`src/rtl/hs32_decode2_pipe.sv`:
```
// HS32 second decode stage: operand fetch, hazard stall/forwarding and immediate shaping
// into a one-deep output register. Define HS32_D2_FWD_EN to forward results from downstream stages.
module hs32_decode2_pipe #(
  parameter int XLEN = 32,
  parameter int NHAZ = 2,
  parameter int CNTW = 16
) (
  input  logic                       clk,
  input  logic                       reset,
  input  logic                       valid_i,
  output logic                       ready_o,
  input  logic [4:0]                 opc_i,
  input  logic [3:0]                 rd_i,
  input  logic [3:0]                 rm_i,
  input  logic [XLEN-1:0]            d2_i,
  input  logic [$clog2(XLEN)-1:0]    shl_i,
  input  logic [$clog2(XLEN)-1:0]    shr_i,
  input  logic                       sext_i,
  input  logic                       maskl_i,
  input  logic                       maskr_i,
  output logic [3:0]                 rp_addr_o,
  input  logic [XLEN-1:0]            rp_data_i,
  input  logic [4*NHAZ-1:0]          haz_rd_i,
  input  logic [NHAZ-1:0]            haz_vld_i,
  input  logic [NHAZ-1:0]            haz_rdy_i,
  input  logic [XLEN*NHAZ-1:0]       haz_data_i,
  output logic                       valid_o,
  input  logic                       ready_i,
  output logic [XLEN-1:0]            d1_o,
  output logic [XLEN-1:0]            d2_o,
  output logic [3:0]                 rd_o,
  output logic [5:0]                 ctl_o,
  input  logic                       flush_i,
  output logic [CNTW-1:0]            stall_cnt_o
);

  logic                   hazMatch;
  logic                   hazard;
  logic                   stall;
  logic                   fwdHit;
  logic                   accept;
  logic [XLEN-1:0]        srcData;

  logic                   outValid_q;
  logic [XLEN-1:0]        d1_q,   d1_d;
  logic [XLEN-1:0]        d2_q,   d2_d;
  logic [3:0]             rd_q;
  logic [5:0]             ctl_q,  ctl_d;
  logic [CNTW-1:0]        stallCnt_q;

`ifdef HS32_D2_FWD_EN
  logic                   selRdy;
  logic [XLEN-1:0]        selData;

  // Walk from the oldest stage down so the youngest matching stage is the one that sticks.
  always_comb begin
    hazMatch = 1'b0;
    selRdy   = 1'b0;
    selData  = '0;
    for (int k = NHAZ - 1; k >= 0; k--) begin
      if (haz_vld_i[k] && (haz_rd_i[4*k +: 4] == rm_i)) begin
        hazMatch = 1'b1;
        selRdy   = haz_rdy_i[k];
        selData  = haz_data_i[XLEN*k +: XLEN];
      end
    end
  end

  assign hazard  = valid_i & hazMatch;
  assign fwdHit  = hazard & selRdy;
  assign stall   = hazard & ~selRdy;
  assign srcData = fwdHit ? selData : rp_data_i;
`else
  logic unused_fwd;

  always_comb begin
    hazMatch = 1'b0;
    for (int k = 0; k < NHAZ; k++) begin
      if (haz_vld_i[k] && (haz_rd_i[4*k +: 4] == rm_i)) begin
        hazMatch = 1'b1;
      end
    end
  end

  assign hazard     = valid_i & hazMatch;
  assign fwdHit     = 1'b0;
  assign stall      = hazard;
  assign srcData    = rp_data_i;
  assign unused_fwd = ^{haz_rdy_i, haz_data_i, fwdHit};
`endif

  assign rp_addr_o = rm_i;
  assign ready_o   = (~outValid_q | ready_i) & ~stall;
  assign accept    = valid_i & ready_o;

  assign d1_d = (opc_i[4:2] == 3'b000) ? '0 : srcData;

  // Arithmetic shift is kept in its own signed net so the surrounding unsigned mux cannot demote it.
  logic signed [XLEN-1:0] d2Sra;
  logic [XLEN-1:0]        d2Shr;
  logic [XLEN-1:0]        d2Shl;

  assign d2Sra = $signed(d2_i) >>> shr_i;
  assign d2Shr = (sext_i && d2_i[XLEN-1]) ? $unsigned(d2Sra) : (d2_i >> shr_i);
  assign d2Shl = d2_i << shl_i;
  assign d2_d  = (d2Shr & {XLEN{maskr_i}}) | (d2Shl & {XLEN{maskl_i}});

  logic       alu;
  logic       ctlSub;
  logic       ctlCen;
  logic       ctlNeg;
  logic [1:0] ctlOpr;

  assign alu    = opc_i[4];
  assign ctlSub = alu & ~opc_i[2] & opc_i[1];
  assign ctlCen = alu & ~opc_i[2] & opc_i[0];
  assign ctlNeg = ctlSub | (alu & (opc_i[2:0] == 3'b101));

  always_comb begin
    ctlOpr = 2'd0;
    if (alu && opc_i[2]) begin
      if (!opc_i[1])     ctlOpr = 2'd1;
      else if (opc_i[0]) ctlOpr = 2'd3;
      else               ctlOpr = 2'd2;
    end
  end

  assign ctl_d = {opc_i[4], ctlOpr, ctlCen, ctlSub, ctlNeg};

  // Flush outranks accept and hold; data registers only move on an accept.
  always_ff @(posedge clk) begin
    if (reset) begin
      outValid_q <= 1'b0;
      d1_q       <= '0;
      d2_q       <= '0;
      rd_q       <= '0;
      ctl_q      <= '0;
    end else if (flush_i) begin
      outValid_q <= 1'b0;
    end else if (accept) begin
      outValid_q <= 1'b1;
      d1_q       <= d1_d;
      d2_q       <= d2_d;
      rd_q       <= rd_i;
      ctl_q      <= ctl_d;
    end else if (ready_i) begin
      outValid_q <= 1'b0;
    end
  end

  always_ff @(posedge clk) begin
    if (reset) begin
      stallCnt_q <= '0;
    end else if (valid_i && stall && !flush_i && (stallCnt_q != {CNTW{1'b1}})) begin
      stallCnt_q <= stallCnt_q + CNTW'(1);
    end
  end

  assign valid_o     = outValid_q;
  assign d1_o        = d1_q;
  assign d2_o        = d2_q;
  assign rd_o        = rd_q;
  assign ctl_o       = ctl_q;
  assign stall_cnt_o = stallCnt_q;

endmodule

```
`config.mk`:
```
export PLATFORM = sky130hd
export DESIGN_NAME = hs32_decode2_pipe
export DESIGN_NICKNAME = d
export VERILOG_FILES = /design/src/rtl/hs32_decode2_pipe.sv
export SDC_FILE = /design/constraint.sdc
export NUM_CORES = 1
export LEC_CHECK = 0
export BUFFER_PORTS_ARGS = -buffer_cell sky130_fd_sc_hd__buf_2
export CORE_ASPECT_RATIO = 1.25
export CORE_UTILIZATION = 56
export CTS_CLUSTER_SIZE = 20
export DETAILED_ROUTE_END_ITERATION = 7
export PLACE_DENSITY = 0.87
export SLEW_MARGIN = 25
export SYNTH_ARGS = -nofsm -noshare
export SYNTH_HDL_FRONTEND = slang
export SYNTH_SLANG_ARGS = --single-unit
```
`constraint.sdc`:
```
create_clock -name clk -period 3.1 [get_ports clk]
set_input_delay 0.465 -clock clk [delete_from_list [all_inputs] [get_ports clk]]
set_output_delay 0.465 -clock clk [all_outputs]
set_load 0.1 [all_outputs]
```
Word-level counts from Yosys, hierarchy flattened
Index checks and enable logic that the tools add are counted.

Add/sub/neg operators: 1. Eq/ne operators: 4. Shift operators: 3. Muxes and demuxes: 9. Bitwise operators: 16. Reduce and logical (&&, ||, !) cells: 12.

Operators by type and width (number): 32-bit bitwise AND (2); 32-bit 2-to-1 mux (2); 32-bit bitwise OR (1); 32-bit by 5-bit left shift with 32-bit output (1); 32-bit by 5-bit >> shifter with 32-bit output (1); 32-bit by 5-bit >>> shifter with 32-bit output (1); 16-bit by 1-bit adder with 16-bit output, second input constant (1); 16-bit inequality test, second input constant (1); 4-bit equality test (2); 1-bit bitwise AND (7); 1-bit logical AND (7); 1-bit 2-to-1 mux (5); 2-bit 2-to-1 mux (2); 1-bit inverter (4); 3-bit equality test, second input constant (1); 3-bit zero test (1); 1-bit bitwise OR (2); 2-bit AND reduction (1); 2-bit nonzero test (1); 2-bit OR reduction (1); 1-bit zero test (1).

Register bits: 91. Bits of input ports: 171. Output and inout bits: 96. Logic and storage cells: 51.

Logic depth before layout (Yosys ltp)
Depth after elaboration: 9. Mapped depth: 11.

Worst setup path before layout
OpenSTA, ideal clock, no wires.

Path kind: input to output. From: input port rm_i[0]. To: output port ready_o. Arrival time: 2211 ps. Data required time: 2635 ps. Path slack: 424 ps. Cell stages on the path: 5. Path through: xor2_1 -> nor4_4 -> nor2_1 -> nor2b_1 -> nor2_1.

Word-level cells in the longest chain between the ends: 7. Elaborated cells between the ends (all ways): 9. Those cells by class: 2 x eq/ne; 2 x mux; 3 x bitwise; 2 x reduce/logical.

RTL lines: from (decl) (RTL line 14) `input logic [3:0] rm_i,`; 4-bit equality test (RTL line 79) `if (haz_vld_i[k] && (haz_rd_i[4*k +: 4] == rm_i)) begin`; 1-bit logical AND (RTL line 79); 1-bit 2-to-1 mux (RTL line 79); 1-bit 2-to-1 mux (*) (RTL line 79); 1-bit bitwise AND (*) (RTL line 85) `assign hazard = valid_i & hazMatch;`; 1-bit inverter (*) (RTL line 93) `assign ready_o = (~outValid_q | ready_i) & ~stall;`; 1-bit bitwise AND (*) (RTL line 93); to (decl) (RTL line 11) `output logic ready_o,`.

Every way passes the cells marked *; elsewhere a longest branch is shown, timed or not.

Worst setup path after layout
From: input port shl_i[2]. To: register d2_q[12], in the netlist d2_o[12].

Word-level cells in the longest chain between the ends: 3.

RTL lines: from (decl) (RTL line 16) `input logic [$clog2(XLEN)-1:0] shl_i,`; 32-bit by 5-bit left shift with 32-bit output (RTL line 105) `assign d2Shl = d2_i << shl_i;`; 32-bit bitwise AND (RTL line 106) `assign d2_d = (d2Shr & {XLEN{maskr_i}}) | (d2Shl & {XLEN{maskl_i}});`; 32-bit bitwise OR (RTL line 106); to (signal assigned) (RTL line 135) `d2_q <= '0;`; to (signal assigned) (RTL line 143) `d2_q <= d2_d;`; to (decl) (RTL line 46) `logic [XLEN-1:0] d2_q, d2_d;`.

No other way between the ends. A chain may end at the register's enable or synchronous reset.

==> run_results.csv <==
group,metric,value,unit
run_status,status,"complete, no violations",
logic_synthesis,synth_top_area_share,23.07,%
logic_synthesis,yosysTopAreaCell,"dfxtp_1",
drt,wl_per_cell,21.44,um
logic_synthesis,synthFlopType,"dfxtp_1",
cts,cts.repair.resized,0,
logic_synthesis,ys_top_cells_by_count,"111 x nand2_1, 91 x dfxtp_1, 87 x nor2_1",
critical_path,reg2reg_from,"stall_cnt_o[0]",
sta,clock_skew,0.009448,ns
final_layout,finish.utilization,66.38,%
logic_synthesis,yosysSeqAreaShare,23.07,%
final_layout,design_area,0.009169,mm2
cts,htree_levels,3,
logic_synthesis,synth_edf_count,0,
logic_synthesis,yosys_warnings,0,
logic_synthesis,async_flop_share,0,%
sta,fmax,397.6,MHz
global_routing,grt_use_total,36.48,%
final_layout,insertedDiodeCount,0,
hold_path,hold_path.startpoint,"flush_i",
cts,cts_tree,"yes",
sta,slew_headroom,33.64,%
logic_synthesis,ys_ff_latch,91,
cts,clock-sinks,91,
cts,clkSlewWorstSetupHoldPaths,0.07,ns
pwr,total_power,0.004003,W
sta,tightest_slew,0.9917,ns
sta,tns,0,ns
floorplan,die_h,134.8,um
sta,setup_viol,0,
critical_path,critPathLaunch,"shl_i[2]",
logic_synthesis,yosysMostFrequentCell,"nand2_1",
critical_path,r2r_slack,0.93,ns
job,cap_violations,0,
sta,period_needed,2.515,ns
logic_synthesis,syn_avg_cell_area,8.293,um2
critical_path,r2r_cells,7,
cts,cts_root_buffer,"clkbuf_16",
placed_design,hpwlAfterDp,20.84,mm
critical_path,critPathMaxFanout,27,
drt,ant_nets,0,
placed_design,post_dp_cell_area,0.008837,mm2
floorplan,dieArea,0.01458,mm2
critical_path,start_kind,"primary input",
final_layout,multi_input_area,0.005468,mm2
placed_design,place_ws,0.3036,ns
critical_path,cp.required,3.33,ns
cts,ctsHoldBuffers,0,
logic_synthesis,synth.distinct_cells,78,
critical_path,crit_family,"buffers and inverters",
critical_path,cpPeakStageDelay,0.45,ns
sta,rsz0062_at_grt,"no",
sta,setup_ws,0.5852,ns
critical_path,cp.buffers_inverters,3,
floorplan,fp.dieW,108.2,um
final_layout,syn2layout_area_growth,16.13,%
final_layout,final.fill_count,1148,
drt,wirelength,27.43,mm
critical_path,crit_chain,"buf_2, buf_4, clkinv_1, nand3_1, o21ai_0, o21ai_0, a21oi_1, a21oi_1, nor3_1",
final_layout,nNetsFinal,1271,
drt,avgViaCountPerCell,6.541,
critical_path,cp.depth,9,
critical_path,path_class,"in -> reg",
hold_path,hp-class,"in -> reg",
cts,clock_latency,0.34,ns
floorplan,initial_core_util,57.16,%
global_routing,grt_pass1_vias,7492,
drt,via_count,8366,
pwr,vdd_drop_max,0.0004059,V
logic_synthesis,synth_area_leaders,"dfxtp_1 23%, mux2i_1 10%, mux4_2 8.0%",
global_routing,grt_overflow,0,
global_routing,grt_pass1_wl,40.93,mm
sta,final_hold_viol_count,0,
placed_design,place_congestion,0.9835,
placed_design,portBuffers,200,
hold_path,hold_depth,2,
drt,firstDrtPassIters,6,
cts,clockBufferDepth,2,
global_routing,antenna_found_initial,0,
logic_synthesis,syn_inst,952,
cts,cts_buffers,9,
global_routing,grt_max_degree,101,
sta,post-route-period-util,81.12,%
floorplan,row_count,48,
cts,post_cts_buffers,0,
critical_path,endpoint,"d2_o[12]",
drt,drc_errors,0,
critical_path,r2r-end,"stall_cnt_o[15]",
critical_path,cp-end-kind,"flip-flop",
final_layout,final-seq-area,0.001822,mm2
pwr,power.density,436.6,mW/mm2
critical_path,slowest_stage,"buf_2",
critical_path,cp_data_arrival_time,2.75,ns
floorplan,io_pins,267,
logic_synthesis,syn_nets,1124,
pwr,leakage,3.847,nW
floorplan,core_area,0.01381,mm2
logic_synthesis,syn_area,0.007895,mm2
drt,drt_iter0_drc,1018,
final_layout,drive_gt1_share,29.08,%
sta,maxSlewViolCount,0,
==> flip-flops by register name, indices dropped and copies added (netlist names) <==
| signal | count |
|---|---|
| ctl_o | 6 |
| d2_o | 32 |
| stall_cnt_o | 16 |
| d1_o | 32 |
| valid_o | 1 |
| rd_o | 4 |
==> how the worst min path moves through the flow <==
stage / to / slack [ns]
after floorplan: valid_o / 0.54
after global placement: d1_o[15] / 0.43
after detailed placement: d1_o[15] / 0.44
after CTS: valid_o / 0.28
after global routing: valid_o / 0.28
final: valid_o / 0.28
==> cell families after synthesis <==
logic type / Yosys count / share of synthesized area, %
xor gates and xnor gates: 22 / 2.441
DFF: 91 / 23.07
adders and majority gates: 1 / 0.1585
buffers and inverters: 104 / 7.765
muxes: 154 / 26.99
and+or+nand+nor: 343 / 20.41
AOI/OAI and AO/OA: 237 / 19.16
==> cells in the final DEF (no fill, tap or decap), types with 7 or more instances in the layout <==
| cell | netlist | final |
|---|---|---|
| a211oi_1 | 19 | 19 |
| a21oi_1 | 72 | 72 |
| a311oi_1 | 10 | 10 |
| buf_2 | 17 | 200 |
| buf_4 | 13 | 26 |
| clkbuf_16 | 0 | 9 |
| dfxtp_1 | 91 | 91 |
| inv_1 | 7 | 7 |
| mux2_2 | 30 | 30 |
| mux2i_1 | 82 | 82 |
| mux4_1 | 12 | 12 |
| mux4_2 | 28 | 28 |
| nand2_1 | 111 | 111 |
| nand2b_1 | 8 | 8 |
| nand3_1 | 55 | 55 |
| nor2_1 | 87 | 87 |
| nor2b_1 | 7 | 7 |
| nor3_1 | 23 | 23 |
| o211ai_1 | 11 | 11 |
| o21ai_0 | 50 | 50 |
| o221ai_1 | 7 | 7 |
| o22ai_1 | 19 | 19 |
| xnor2_1 | 16 | 16 |
==> through the flow <==
step                std cells  hold slack (ns)
finish                   1279           0.2842
CTS                      1279           0.2774
detailed placement       1263           0.4405
global route             1279           0.2828
floorplan                 952           0.5443
global placement         1263           0.4345
==> cell type report <==
cell class | instances | area share (%)
Clock inverter | 7 | 1.146
Tap cell | 175 | 2.388
Timing Repair Buffer | 231 | 14.14
Clock buffer | 9 | 2.456
Sequential cell | 91 | 19.87
Inverter | 9 | 0.3684
Multi-Input combinational cell | 757 | 59.63
==> per-layer routing <==
layer  track usage, %  wire, um
met3            4.778      2327
met2            62.38     13150
met1            43.57     10260
met5                0         0
met4            20.70      1686
==> power breakdown <==
part           switching [W]  total [W]  internal, W
registers          0.0000278    0.00125      0.00123
clock network       0.000485    0.00120     0.000719
logic                0.00109    0.00154     0.000453
==> worst register-to-register path, delay by kind of cell (launching register included) <==
kind,cells,cell delay (ns)
flops,1,0.44
fa+ha+maj,1,0.23
mux,1,0.32
simple gates,5,1.07
Note: power is estimated with default switching activity, not from simulation.
